## src/rtl/msrv_32_pc_gen_if.sv

```systemverilog
// Control and instruction-bus signals between the PC generator and its neighbours.
// MSRV_PC_COMPRESSED_EN adds the instr_len16_in sequential-length hint.
interface msrv_32_pc_gen_if #(
    parameter int XLEN = 32
);
    logic [1:0]      pc_src_in;
    logic [XLEN-1:0] epc_in;
    logic [XLEN-1:0] trap_address_in;
    logic            branch_taken_in;
    logic [XLEN-2:0] iaddr_in;
    logic            ahb_ready_in;
`ifdef MSRV_PC_COMPRESSED_EN
    logic            instr_len16_in;
`endif

    logic [XLEN-1:0] imaddr_out;
    logic [XLEN-1:0] pc_out;
    logic [XLEN-1:0] pc_plus_4_out;
    logic [XLEN-1:0] pc_mux_out;
    logic            misaligned_instr_logic_out;
    logic            redirect_pending_out;
    logic            fetch_valid_out;

    // master: decode/trap/bus side driving the selection; slave: the PC generator
    modport master (
        output pc_src_in, epc_in, trap_address_in, branch_taken_in, iaddr_in, ahb_ready_in,
`ifdef MSRV_PC_COMPRESSED_EN
        output instr_len16_in,
`endif
        input  imaddr_out, pc_out, pc_plus_4_out, pc_mux_out,
        input  misaligned_instr_logic_out, redirect_pending_out, fetch_valid_out
    );

    modport slave (
        input  pc_src_in, epc_in, trap_address_in, branch_taken_in, iaddr_in, ahb_ready_in,
`ifdef MSRV_PC_COMPRESSED_EN
        input  instr_len16_in,
`endif
        output imaddr_out, pc_out, pc_plus_4_out, pc_mux_out,
        output misaligned_instr_logic_out, redirect_pending_out, fetch_valid_out
    );
endinterface

```

## src/rtl/msrv_32_pc_gen.sv

```systemverilog
// Stateful PC generator: next-PC selection, stall-aware fetch address, redirect buffering.
// Optional macro MSRV_PC_COMPRESSED_EN enables 16-bit sequential steps and drops the alignment check.
module msrv_32_pc_gen #(
    parameter int              XLEN         = 32,
    parameter logic [XLEN-1:0] RESET_VECTOR = 32'h0000_0000,
    parameter int              INSTR_BYTES  = 4
) (
    input  logic              clk_in,
    input  logic              rst_n_in,
    msrv_32_pc_gen_if.slave   bus
);
    typedef enum logic [1:0] {BOOT, RUN, PEND} state_e;

    state_e          state_q, state_d;
    logic [XLEN-1:0] imaddr_q, imaddr_d;
    logic [XLEN-1:0] pending_q, pending_d;

    logic [XLEN-1:0] target;
    logic [XLEN-1:0] incr;
    logic [XLEN-1:0] next_seq;
    logic [XLEN-1:0] sel;
    logic [XLEN-1:0] pc_mux;
    logic            redirect;
    logic            misaligned;

    assign target = {bus.iaddr_in, 1'b0};

`ifdef MSRV_PC_COMPRESSED_EN
    assign incr       = bus.instr_len16_in ? XLEN'(2) : XLEN'(INSTR_BYTES);
    assign misaligned = 1'b0;
`else
    assign incr       = XLEN'(INSTR_BYTES);
    assign misaligned = (bus.pc_src_in == 2'b11) & bus.branch_taken_in & target[1];
`endif

    assign next_seq = imaddr_q + incr;
    assign redirect = (bus.pc_src_in != 2'b11) | bus.branch_taken_in;

    always_comb begin
        sel = next_seq;
        case (bus.pc_src_in)
            2'b00:   sel = RESET_VECTOR;
            2'b01:   sel = bus.epc_in;
            2'b10:   sel = bus.trap_address_in;
            default: sel = bus.branch_taken_in ? target : next_seq;
        endcase
    end

    // A buffered redirect replaces the sequential path until the bus accepts it
    assign pc_mux = (state_q == PEND && bus.pc_src_in == 2'b11 && !bus.branch_taken_in)
                    ? pending_q : sel;

    always_ff @(posedge clk_in) begin
        if (!rst_n_in) begin
            state_q <= BOOT;
        end else begin
            state_q <= state_d;
        end
    end

    always_comb begin
        state_d = state_q;
        case (state_q)
            BOOT:    state_d = RUN;
            RUN:     if (!misaligned && !bus.ahb_ready_in && redirect) state_d = PEND;
            PEND:    if (!misaligned && bus.ahb_ready_in) state_d = RUN;
            default: state_d = BOOT;
        endcase
    end

    // A misaligned target freezes everything so the trap unit can take over next cycle
    always_comb begin
        imaddr_d  = imaddr_q;
        pending_d = pending_q;
        if (state_q != BOOT && !misaligned) begin
            if (bus.ahb_ready_in) begin
                imaddr_d = pc_mux;
            end else if (redirect) begin
                pending_d = pc_mux;
            end
        end
    end

    always_ff @(posedge clk_in) begin
        if (!rst_n_in) begin
            imaddr_q  <= RESET_VECTOR;
            pending_q <= '0;
        end else begin
            imaddr_q  <= imaddr_d;
            pending_q <= pending_d;
        end
    end

    always_comb begin
        bus.imaddr_out                 = imaddr_q;
        bus.pc_out                     = imaddr_q;
        bus.pc_plus_4_out              = next_seq;
        bus.pc_mux_out                 = pc_mux;
        bus.misaligned_instr_logic_out = misaligned;
        bus.redirect_pending_out       = (state_q == PEND);
        bus.fetch_valid_out            = (state_q != BOOT);
    end
endmodule

```

## src/flat_wrapper.sv

```systemverilog
// flat-port wrapper written by rule: the top's interface ports become plain ports
module msrv_32_pc_gen_flat 
#(
    parameter int              XLEN         = 32,
    parameter logic [XLEN-1:0] RESET_VECTOR = 32'h0000_0000,
    parameter int              INSTR_BYTES  = 4
)
  (clk_in, rst_n_in, bus_pc_src_in, bus_epc_in, bus_trap_address_in, bus_branch_taken_in, bus_iaddr_in, bus_ahb_ready_in, bus_imaddr_out, bus_pc_out, bus_pc_plus_4_out, bus_pc_mux_out, bus_misaligned_instr_logic_out, bus_redirect_pending_out, bus_fetch_valid_out);
  msrv_32_pc_gen_if #(.XLEN(XLEN)) bus_i ();
  input  logic clk_in;
  input  logic rst_n_in;
  input wire logic [$bits(bus_i.pc_src_in)-1:0] bus_pc_src_in;
  input wire logic [$bits(bus_i.epc_in)-1:0] bus_epc_in;
  input wire logic [$bits(bus_i.trap_address_in)-1:0] bus_trap_address_in;
  input wire logic [$bits(bus_i.branch_taken_in)-1:0] bus_branch_taken_in;
  input wire logic [$bits(bus_i.iaddr_in)-1:0] bus_iaddr_in;
  input wire logic [$bits(bus_i.ahb_ready_in)-1:0] bus_ahb_ready_in;
  output wire logic [$bits(bus_i.imaddr_out)-1:0] bus_imaddr_out;
  output wire logic [$bits(bus_i.pc_out)-1:0] bus_pc_out;
  output wire logic [$bits(bus_i.pc_plus_4_out)-1:0] bus_pc_plus_4_out;
  output wire logic [$bits(bus_i.pc_mux_out)-1:0] bus_pc_mux_out;
  output wire logic [$bits(bus_i.misaligned_instr_logic_out)-1:0] bus_misaligned_instr_logic_out;
  output wire logic [$bits(bus_i.redirect_pending_out)-1:0] bus_redirect_pending_out;
  output wire logic [$bits(bus_i.fetch_valid_out)-1:0] bus_fetch_valid_out;
  assign bus_i.pc_src_in = bus_pc_src_in;
  assign bus_i.epc_in = bus_epc_in;
  assign bus_i.trap_address_in = bus_trap_address_in;
  assign bus_i.branch_taken_in = bus_branch_taken_in;
  assign bus_i.iaddr_in = bus_iaddr_in;
  assign bus_i.ahb_ready_in = bus_ahb_ready_in;
  assign bus_imaddr_out = bus_i.imaddr_out;
  assign bus_pc_out = bus_i.pc_out;
  assign bus_pc_plus_4_out = bus_i.pc_plus_4_out;
  assign bus_pc_mux_out = bus_i.pc_mux_out;
  assign bus_misaligned_instr_logic_out = bus_i.misaligned_instr_logic_out;
  assign bus_redirect_pending_out = bus_i.redirect_pending_out;
  assign bus_fetch_valid_out = bus_i.fetch_valid_out;
  msrv_32_pc_gen #(.XLEN(XLEN), .RESET_VECTOR(RESET_VECTOR), .INSTR_BYTES(INSTR_BYTES)) u_core (.clk_in(clk_in), .rst_n_in(rst_n_in), .bus(bus_i));
endmodule
```

## config.mk

```make
export PLATFORM = sky130hd
export DESIGN_NAME = msrv_32_pc_gen_flat
export DESIGN_NICKNAME = d
export VERILOG_FILES = /design/src/rtl/msrv_32_pc_gen_if.sv /design/src/rtl/msrv_32_pc_gen.sv /design/src/flat_wrapper.sv
export SDC_FILE = /design/constraint.sdc
export NUM_CORES = 1
export LEC_CHECK = 0
export CORE_MARGIN = 8
export CORE_UTILIZATION = 65
export CTS_CLUSTER_DIAMETER = 120
export DETAILED_ROUTE_END_ITERATION = 16
export DONT_BUFFER_PORTS = 1
export GPL_TIMING_DRIVEN = 0
export PLACE_DENSITY_LB_ADDON = 0.2
export SYNTH_ARGS = -nofsm -noshare
export SYNTH_HDL_FRONTEND = slang
export SYNTH_SLANG_ARGS = --single-unit
```

## constraint.sdc

```tcl
create_clock -name clk_in -period 3.55 [get_ports clk_in]
set_clock_uncertainty 0.15 [all_clocks]
set_input_delay 0.355 -clock clk_in [delete_from_list [all_inputs] [get_ports clk_in]]
set_output_delay 0.355 -clock clk_in [all_outputs]
set_load 0.02 [all_outputs]
```

### Word level (Yosys, flattened, before mapping)

Cells that the tools add are included.

* flip-flop bits (word level): 66
* input port bits: 101
* output and inout port bits: 131
* word-level logic and storage cells: 37

* $add $sub $neg: 1
* equal/unequal tests: 8
* muxes and demuxes: 6
* bitwise gates (word level): 4
* reductions and logical operators: 15

Operator list (count)
* $pmux W32 S3: 1
* $mux W32: 2
* $add A32 B3 Y32 const B: 1
* $eq A2 B2 Y1 const B: 3
* $logic_and A1 B1 Y1: 6
* $pmux W2 S3: 1
* $eq A2 B1 Y1 const B: 2
* $logic_not A2 Y1: 2
* $mux W2: 2
* $ne A2 B1 Y1 const B: 2
* $reduce_and A2 Y1: 2
* $logic_not A1 Y1: 3
* $reduce_and A3 Y1: 1
* $and A1 B1 Y1: 2
* $ne A2 B2 Y1 const B: 1
* $reduce_bool A2 Y1: 1
* $not A1 Y1: 1
* $or A1 B1 Y1: 1

### Depth between registers and ports, before layout

Gate-level depths: netlist of run 1.

* depth after elaboration: 8
* mapped depth: 10
* mapped depth without buffers: 6

### Worst setup path before layout of run 1

OpenSTA, ideal clock, no wires.

* path type: flip-flop to output port
* start: reg u_core.imaddr_q[2], in the netlist u_core.bus.imaddr_out[2]
* end: out bus_pc_mux_out[30]
* data arrival time: 2378 ps
* required time: 3045 ps
* path slack: 667 ps
* cell stages (with the launch flop): 9
* path buffers: 2
* cells stage by stage: dfxtp_1 ha_1 and3_1 clkbuf_1 nand2_1 or4_1 clkbuf_1 or3_1 nand3_1

* cells in the longest elaborated chain, start to end: 4

Ends and longest elaborated chain
* from (decl): RTL line msrv_32_pc_gen.sv:15 `logic [XLEN-1:0] imaddr_q, imaddr_d;`
* from (signal assigned): RTL line msrv_32_pc_gen.sv:89 `imaddr_q <= imaddr_d;`
* $add A32 B3 Y32: RTL line msrv_32_pc_gen.sv:36 `assign next_seq = imaddr_q + incr;`
* $mux W32: RTL line msrv_32_pc_gen.sv:45 `default: sel = bus.branch_taken_in ? target : next_seq;`
* $pmux W32 S3: RTL line msrv_32_pc_gen.sv:41 `case (bus.pc_src_in)`
* $mux W32: RTL line msrv_32_pc_gen.sv:51 `? pending_q : sel;`
* to (decl): RTL line flat_wrapper.sv:21 `output wire logic [$bits(bus_i.pc_mux_out)-1:0] bus_pc_mux_out;`

No other way between the ends.

### Final worst setup path of run 1

* start: reg u_core.imaddr_q[5], in the netlist u_core.bus.imaddr_out[5]
* end: out bus_pc_mux_out[17]

* cells in the longest elaborated chain, start to end: 4

Ends and longest elaborated chain
* $add A32 B3 Y32: RTL line msrv_32_pc_gen.sv:36
* named net bus_pc_plus_4_out[17]: RTL line flat_wrapper.sv:20 `output wire logic [$bits(bus_i.pc_plus_4_out)-1:0] bus_pc_plus_4_out;`
* $mux W32: RTL line msrv_32_pc_gen.sv:45
* $pmux W32 S3: RTL line msrv_32_pc_gen.sv:41
* $mux W32: RTL line msrv_32_pc_gen.sv:51

The timed path passes the listed nets, and every way through them passes these cells.

==> metrics.txt, run 1 <==
WL per Instance between 20 and 30 um; post-place setup slack between 0.06 and 0.07 ns; CP Data Arrival Time 3.00 ns; Critical Path Start Type register; CP required a little over 3 ns; fin crit share 0.987; core area 7690 um2; vias in the first global route approximately 5900; synthesis-to-layout area growth 7.72%; Initial Util 0.666; n_diodes 0; via count between 6000 and 7000; syn_area_per_cell 7.11 um2; EDFF count, synth 0; largest net degree at the start of global routing 20; Buf+Inv Stages, Crit Path 1; clock root cell clkbuf_8; Clock Path Buffers 2; worst hold-check path type in -> reg; Post-Route WL between 20000 and 25000 um; slowest cell delay on critical path roughly 0.64 ns; synth warn 0; commonest non-fill, non-tap cell in the layout nor2_1; die width approximately 100 um; first-pass GRT wire length 34000 um; initial antenna violation count 0; Mapped Area 5120 um2; PnR Total Power 2.23 mW; Min-Delay Endpoint u_core.state_q[1]; FF-to-FF Start u_core.state_q[1]; Post-Synthesis Cells between 700 and 800; Via density 7.44; Final nets between 800 and 900; port buffer count 0; unrepaired setup endpoints after global routing false; CP max stage cell dfxtp_1; dpl hpwl 17400 um; syn_nets between 800 and 900; crit-path leading delay family simple AND/OR/NAND/NOR gates; DR DRC count 0; post-synthesis sequential area ratio 0.258; CTS HTree Levels 3; Site Rows 32; WHS Path Cells 3; grt ovf 0; top_reg_cell synth dfxtp_1; R2R cell count 5; fin crit period 3.51 ns; most frequent cells in the layout 79 x nor2_1, 62 x dfxtp_1, 56 x nand2_1; FMAX between 200 and 300 MHz; worst hold start bus_ahb_ready_in; reg-to-reg endpoint u_core.bus.imaddr_out[19]; Fin Setup TNS 0 ns; IO Count 232; final setup margin 0.0445 ns; Hold Buf Count CTS 0; die boundary height approximately 100 um; TritonCTS clock tree yes; Slew Viols, Final 0; pwr/cell area 404 nW/um2; worst-path maximum fanout 8; crit-path cells and4_1, buf_2, nand4_1, or2_2, xnor2_1, o21a_1; Worst-path clk slew about 0.080 ns; worst-case headroom to the max-slew limit 0.135; worst slew pin tran roughly 1.3 ns; outcome complete, no violations; R2R Setup Slk around 0.64 ns; design area between 5000 and 6000 um2; Synth cell types between 60 and 70; Initial DRC Count around 870; VDD IR max 0.000230 V; Hold Vio Cnt, Final 0; Num CTS Buffers 9; drt first pass iters 6; layout cells sized above 1 0.111; worst setup path class reg -> out; synthesis-stage register bit count 66; Post-Place Cell Area 5250 um2; DIE AREA about 11000 um2; Post-synth ARST share 0; GRT Util Overall 0.387; Critical Path End Type output port; number of fill cells between 600 and 700; GP Congestion around 1.0; CTS sink cnt 66; Final ANT Viol Nets 0; max-cap violations 0; Core Util, Final 0.718; static leakage about 2.1 nW; worst skew pair latency between 0.3 and 0.4 ns; Final setup viols 0
[worst register-to-register path, stage by stage (launching register included)]
cell and delay [ns]:
dfxtp_1 0.50, nor2_1 0.12, nor3b_1 1.03, clkbuf_1 0.43, nand2_1 0.29, o31ai_1 0.30
[how the worst max path moves through the flow]
stage	start	endpoint	slack [ns]	cells after the start
global route	u_core.bus.imaddr_out[2]	bus_pc_mux_out[30]	0.01	7
floorplan	u_core.bus.imaddr_out[2]	bus_pc_mux_out[30]	0.67	8
global placement	u_core.state_q[0]	bus_pc_mux_out[7]	0.10	9
finish	u_core.bus.imaddr_out[5]	bus_pc_mux_out[17]	0.04	6
CTS	u_core.state_q[0]	bus_pc_mux_out[31]	0.02	9
detailed placement	u_core.state_q[0]	bus_pc_mux_out[9]	0.06	9
[synth_stat cells, drive strengths merged (11+ instances only)]
library cell  count  share of area
nand2            57          0.042
and3             11          0.013
nand3            48          0.049
nand4            13          0.017
dfxtp            66           0.26
a21oi            49          0.048
a22o             26          0.044
clkbuf           46          0.034
nor2             79          0.058
buf              53          0.069
o21ai            45          0.044
xnor2            17          0.029
a31oi            19          0.023
inv              16          0.012
a211oi           13          0.019
nor3             20          0.020
[per-stage QoR]
step / hold slack, ns / std cells
2_1_floorplan: 0.287 / 720
3_3_place_gp: 0.297 / 822
3_5_place_dp: 0.307 / 822
4_1_cts: 0.0698 / 836
5_1_grt: 0.105 / 835
6_report: 0.0665 / 835
[power by group]
group | switching, mW | leakage (nW) | total, mW | internal (mW)
clock | 0.345 | 0.121 | 0.816 | 0.471
sequential | 0.0893 | 0.541 | 0.878 | 0.789
combinational | 0.373 | 1.47 | 0.533 | 0.159
[metal layers]
metal | track usage | up-vias | wire (um)
met3 | 0.128 | 104 | 3490
met5 | 0 | - | 0
met1 | 0.453 | 2863 | 8020
li1 | - | 2635 | -
met2 | 0.614 | 608 | 10200
met4 | 0.212 | 0 | 1050
[kinds of logic after synthesis]
logic type               after synthesis  synth area share
AO/OA/AOI/OAI                        222             0.293
XOR/XNOR                              24            0.0410
adder cells (fa/ha/maj)                1           0.00244
buffers and inverters                115             0.115
flip-flops                            66             0.258
multiplexers                           6            0.0120
AND/OR/NAND/NOR                      286             0.279
[cell type report]
class | count | area, um2 | share of cell area
Buffer | 96 | 518 | 0.0939
Clock buffer | 10 | 128 | 0.0231
Clock inverter | 6 | 113 | 0.0204
Inverter | 16 | 60.1 | 0.0109
Multi-Input combinational cell | 539 | 3250 | 0.588
Sequential cell | 66 | 1330 | 0.240
Tap cell | 102 | 128 | 0.0231
[state kept, by name (all words and copies together) (netlist names)]
signal                 flops
u_core.bus.imaddr_out     32
u_core.pending_q          32
u_core.state_q             2
[repair_timing]
action,CTS,global route
pin swaps,0,0
setup endpoints to repair,17,15
resized for setup,6,5
buffers inserted,0,0
No activity file was read; power rests on OpenSTA's default activity.
==> run 2: changes to the inputs <==
CORE_MARGIN = 1.5   (was 8)
SLEW_MARGIN = 25   (was default)
==> run 2 against run 1 <==
  * Clock-buffer cell count unchanged
  * Via count is 0.92% higher
  * Die area is 23% lower
  * Total power decreased by 4.2%
  * Worst setup slack got worse by 0.042 ns
  * Clock power shrank 11%
  * Fmax is 1.2% lower
  * Largest cell class unchanged
  * Largest power group unchanged
  * Highest routed layer unchanged
==> metrics.txt, run 2 (synthesis results as in run 1) <==
DIE AREA 8420 um2 (was 11000 um2); Top Layer Used met4 (unchanged); Hold Vio Cnt, Final 0 (unchanged); slowest cell delay on critical path 0.68 ns (was 0.64 ns); capture point of the worst path bus_pc_mux_out[17] (unchanged); Worst-path clk slew 0.08 ns (about the same); Slew Viols, Final 0 (unchanged); largest net degree at the start of global routing 20 (unchanged); Num CTS Buffers 9 (unchanged); unrepaired setup endpoints after global routing true (was false); Final ANT Viol Nets 0 (unchanged); R2R cell count 8 (was 5); CP required 3.04 ns (about the same); fin crit period 3.55 ns (was 3.51 ns); synthesis-to-layout area growth 7.40% (was 7.72%); first-pass GRT wire length 31100 um (was 34000 um); Site Rows 32 (unchanged); Final nets 832 (was 830); dpl hpwl 15600 um (was 17400 um); fin crit share 0.999 (was 0.987); worst slew pin tran 0.842 ns (was 1.30 ns); CP Launch Point u_core.bus.imaddr_out[5] (unchanged); DR DRC count 0 (unchanged); met3 WL 3370 um (was 3490 um); GRT Util Overall 0.484 (was 0.387); static leakage 2.12 nW (was 2.13 nW); non-filler cells, final 836 (was 835); worst-path maximum fanout 8 (unchanged); Critical Path Start Type register (unchanged); PnR Total Power 2.13 mW (was 2.23 mW); worst setup path class reg -> out (unchanged); number of fill cells 667 (was 670); n_diodes 0 (unchanged); VDD IR max 0.000215 V (was 0.000230 V); TritonCTS clock tree yes (unchanged); clock root cell clkbuf_8 (unchanged); via count 6267 (was 6210); WL per Instance 25.4 um (was 27.2 um); grt ovf 0 (unchanged); max-cap violations 0 (unchanged); power share of the clock group 0.340 (was 0.367); Post-Route WL 21300 um (was 22700 um); vias in the first global route 5655 (was 5866); Core Util, Final 0.716 (was 0.718); core area 7690 um2 (unchanged); layout cells sized above 1 0.110 (was 0.111); Gate power share 0.248 (was 0.239); Buf+Inv Stages, Crit Path 1 (unchanged); GP Congestion 1.02 (was 1.00); outcome complete, no violations (unchanged); Hold Buf Count CTS 0 (unchanged); CTS HTree Levels 3 (unchanged); Switching Share 0.364 (was 0.363); met2 WL 9290 um (was 10200 um); commonest non-fill, non-tap cell in the layout nor2_1 (unchanged); drt first pass iters 7 (was 6); most frequent cells in the layout 79 x nor2_1, 64 x dfxtp_1, 56 x nand2_1 (was 79 x nor2_1, 62 x dfxtp_1, 56 x nand2_1); Switch Pwr 0.776 mW (was 0.808 mW); crit-path cells and4_1, buf_2, nand4_1, or2_2, xnor2_1, o21a_1 (unchanged); met1 wire length 7440 um (was 8020 um); critical path depth 6 (unchanged); port buffer count 0 (unchanged); Final setup viols 0 (unchanged); Seq pwr share 0.412 (was 0.394); placed cell count 822 (unchanged); CTS sink cnt 66 (unchanged); initial antenna violation count 0 (unchanged); Initial DRC Count 956 (was 871); pwr/cell area 388 nW/um2 (was 404 nW/um2); CP Data Arrival Time 3.04 ns (was 3.00 ns); crit-path leading delay family simple AND/OR/NAND/NOR gates (unchanged); IO Count 232 (unchanged); Critical Path End Type output port (unchanged); CP max stage cell dfxtp_1 (unchanged); worst hold-check path type in -> reg (unchanged); reg-to-reg endpoint u_core.pending_q[1] (was u_core.bus.imaddr_out[19]); FF-to-FF Start u_core.state_q[1] (unchanged); die boundary height 91.8 um (was 105 um); Clock Path Buffers 2 (unchanged); die width 91.8 um (was 105 um); Via density 7.50 (was 7.44); worst skew pair latency 0.36 ns (about the same); R2R Setup Slk 0.65 ns (was 0.64 ns); Pint 1.36 mW (was 1.42 mW); Initial Util 0.666 (unchanged); worst-case headroom to the max-slew limit 0.439 (was 0.135); FMAX 282 MHz (was 285 MHz)
-- run 2: tightest hold or removal path: stages --
cell and delay [ns]:
a31oi_1 0.05, nand3b_1 0.09, a21oi_1 0.05
-- run 2: how the worst min path moves through the flow --
stage	from	to	slack, ns	cells after the start
after detailed placement	u_core.pending_q[0]	u_core.pending_q[0]	0.30	2
after global routing	bus_ahb_ready_in	u_core.state_q[1]	0.14	3
final	bus_ahb_ready_in	u_core.state_q[1]	0.1	3
after global placement	u_core.pending_q[0]	u_core.pending_q[0]	0.30	2
after CTS	bus_ahb_ready_in	u_core.state_q[1]	0.10	3
after floorplan	u_core.pending_q[0]	u_core.pending_q[0]	0.29	2
-- run 2: per-layer routing --
metal  track usage  vias up
li1              -     2642
met1         0.613     2843
met2         0.759      648
met3         0.128      134
met4         0.244        0
met5             0        -
-- run 2: metrics by stage --
stage / setup slack (ns) / instance area, um2 / setup TNS, ns / hold WS, ns
3_5_place_dp: 0.0182 / 5260 / 0 / 0.301
2_1_floorplan: 0.667 / 5120 / 0 / 0.287
4_1_cts: 0.0121 / 5480 / 0 / 0.103
6_report: 0.00264 / 5500 / 0 / 0.0978
3_3_place_gp: 0.0391 / 5250 / 0 / 0.296
5_1_grt: -0.0165 / 5500 / -0.0165 / 0.141
-- run 2: power groups by stage --
stage	sequential, mW	combinational, mW	clock (mW)
finish	0.878	0.529	0.726
detailed placement	0.887	0.508	0
CTS	0.871	0.511	0.704
floorplan	0.867	0.399	0
global placement	0.885	0.497	0
global route	0.882	0.552	0.732
-- run 2: final cells by class --
cell class,instances,area (um2),share of cell area
Multi-Input combinational cell,539,3240,0.589
Sequential cell,66,1320,0.241
Buffer,96,518,0.0942
Tap cell,102,128,0.0232
Clock inverter,5,78.8,0.0143
Clock buffer,10,138,0.0250
Inverter,16,60.1,0.0109
Timing Repair Buffer,2,15.0,0.00273
-- run 2: what timing repair did --
action                                  4_1_cts  5_1_grt
resized for setup                             5        3
setup buffers                                 0        2
endpoints found under the setup margin       16       15
pin swaps                                     0        1
==> run 3: changes to the inputs <==
clock period = 3.6 ns   (was 3.55 ns; I/O delays follow)
==> run 3 against run 2 <==
  * Via count fell by 0.75%
  * Sequential share of layout area hardly changed
  * Die area unchanged
  * Combinational power barely moved
  * Critical path type unchanged
  * Largest power group unchanged
==> metrics.txt, run 3 (synthesis results as in run 1) <==
placed cell count 822 (unchanged); capture point of the worst path bus_pc_mux_out[17] (unchanged); CP required 3.09 ns (was 3.04 ns); unrepaired setup endpoints after global routing false (was true); Core Util, Final 0.716 (about the same); worst hold start bus_ahb_ready_in (unchanged); commonest non-fill, non-tap cell in the layout nor2_1 (unchanged); outcome complete, no violations (unchanged); slowest cell delay on critical path 0.67 ns (was 0.68 ns); static leakage 2.12 nW (about the same); final setup margin 0.0174 ns (was 0.00264 ns); Final nets 833 (was 832); Via density 7.43 (was 7.50); die width 91.8 um (unchanged); Num CTS Buffers 9 (unchanged); CP max stage cell dfxtp_1 (unchanged); port buffer count 0 (unchanged); Worst-path clk slew 0.08 ns (about the same); fin crit period between 3 and 4 ns; DR DRC count 0 (unchanged); VDD IR max 0.000213 V (was 0.000215 V); GP Congestion 1.02 (unchanged); CP Data Arrival Time 3.07 ns (was 3.04 ns); initial antenna violation count 0 (unchanged); register area 1320 um2 (about the same); Final ANT Viol Nets 0 (unchanged); Hold Buf Count CTS 0 (unchanged); R2R cell count 9 (was 8); Hold Vio Cnt, Final 0 (unchanged); WL per Instance 25.5 um (was 25.4 um); worst hold-check path type in -> reg (unchanged); CP Launch Point u_core.bus.imaddr_out[5] (unchanged); Critical Path End Type output port (unchanged); grt ovf 0 (unchanged); Site Rows 32 (unchanged); number of fill cells 667 (unchanged); clock root cell clkbuf_8 (unchanged); fin crit share 0.995; first-pass GRT wire length 31100 um (unchanged); Post-Place Cell Area 5260 um2 (unchanged); drt first pass iters 7 (unchanged); post-place setup slack 0.0632 ns (was 0.0182 ns); Clock Path Buffers 2 (unchanged); worst-case headroom to the max-slew limit 0.427 (was 0.439); Initial DRC Count 979 (was 956); n_diodes 0 (unchanged); FF-to-FF Start u_core.state_q[0] (was u_core.state_q[1]); busiest grt layer met2 (unchanged); largest net degree at the start of global routing 20 (unchanged); max-cap violations 0 (unchanged); footprint of the multi-input gates 3240 um2 (unchanged); global-route met3 utilization 0.128 (unchanged); R2R Setup Slk 0.63 ns (was 0.65 ns); CTS HTree Levels 3 (unchanged); CTS sink cnt 66 (unchanged); Final setup viols 0 (unchanged); worst slew pin tran 0.859 ns (was 0.842 ns); IO Count 232 (unchanged); non-filler cells, final 837 (was 836); pwr/cell area 383 nW/um2 (was 388 nW/um2); reg-to-reg endpoint u_core.bus.imaddr_out[1] (was u_core.pending_q[1]); die boundary height 91.8 um (unchanged); Initial Util 0.666 (unchanged); worst skew pair latency 0.36 ns (about the same); synthesis-to-layout area growth 7.45% (was 7.40%); Critical Path Start Type register (unchanged); Hold WS 0.105 ns (was 0.0978 ns); design area 5500 um2 (about the same); GRT Util Overall 0.484 (unchanged); core area 7690 um2 (unchanged); worst setup path class reg -> out (unchanged); Fin Setup TNS 0 ns (unchanged); crit-path cells and4_1, buf_2, nand4_1, or2_2, xnor2_1, o21a_1 (unchanged); vias in the first global route 5655 (unchanged); TritonCTS clock tree yes (unchanged); layout cells sized above 1 0.109 (was 0.110); most frequent cells in the layout 79 x nor2_1, 65 x dfxtp_1, 56 x nand2_1 (was 79 x nor2_1, 64 x dfxtp_1, 56 x nand2_1); PnR Total Power 2.11 mW (was 2.13 mW); GR Util met1 0.613 (unchanged); Post-Route WL 21400 um (was 21300 um); via count 6220 (was 6267); dpl hpwl 15600 um (unchanged); grt met2 use 0.759 (unchanged); Slew Viols, Final 0 (unchanged); DIE AREA 8420 um2 (unchanged); FMAX around 280 MHz; worst-path maximum fanout 8 (unchanged)
run 3: cell count changes in the layout (fill, tap and decap cells not counted), sizes merged:
cell    previous run  this run
clkbuf            54        55
run 3: area by class of cell:
class                   count  area share
multi-input cells         539       0.589
flip-flops and latches     66       0.240
plain buffers              97      0.0948
clock buffers              10      0.0250
well taps                 102      0.0232
clock inverters             5      0.0143
inverters                  16      0.0109
repair buffers              2     0.00273
run 3: critical path, delay by kind of cell, from the launching register on:
family / cells / cell delay, ns
compound gates: 1 / 0.39
xor+xnor: 1 / 0.65
buf+inv: 1 / 0.21
flops: 1 / 0.67
simple gates: 3 / 0.79
run 3: how the worst min path moves through the flow:
stage	cells after the start	end	slack (ns)
global placement	2	u_core.pending_q[0]	0.30
detailed placement	2	u_core.pending_q[0]	0.30
CTS	3	u_core.state_q[1]	0.11
global route	3	u_core.state_q[1]	0.15
floorplan	2	u_core.pending_q[0]	0.29
finish	3	u_core.state_q[1]	0.10
run 3: report_power, final:
part           internal (mW)  switching, mW
Combinational          0.157          0.370
Clock                  0.404          0.312
Sequential             0.777         0.0859
Total                   1.34          0.767
run 3: timing repair:
item | 4_1_cts | 5_1_grt
pin swaps | 0 | 1
resized for setup | 5 | 2
endpoints found under the hold margin | 0 | 0
gates cloned | 0 | 0
endpoints found under the setup margin | 15 | 6
buffers inserted | 0 | 2
run 3: per-layer routing:
metal / up-vias / share of wire / routed length [um]
li1: 2641 / - / -
met1: 2828 / 0.35 / 7540
met2: 630 / 0.44 / 9460
met3: 121 / 0.15 / 3300
met4: 0 / 0.050 / 1060
met5: - / 0 / 0
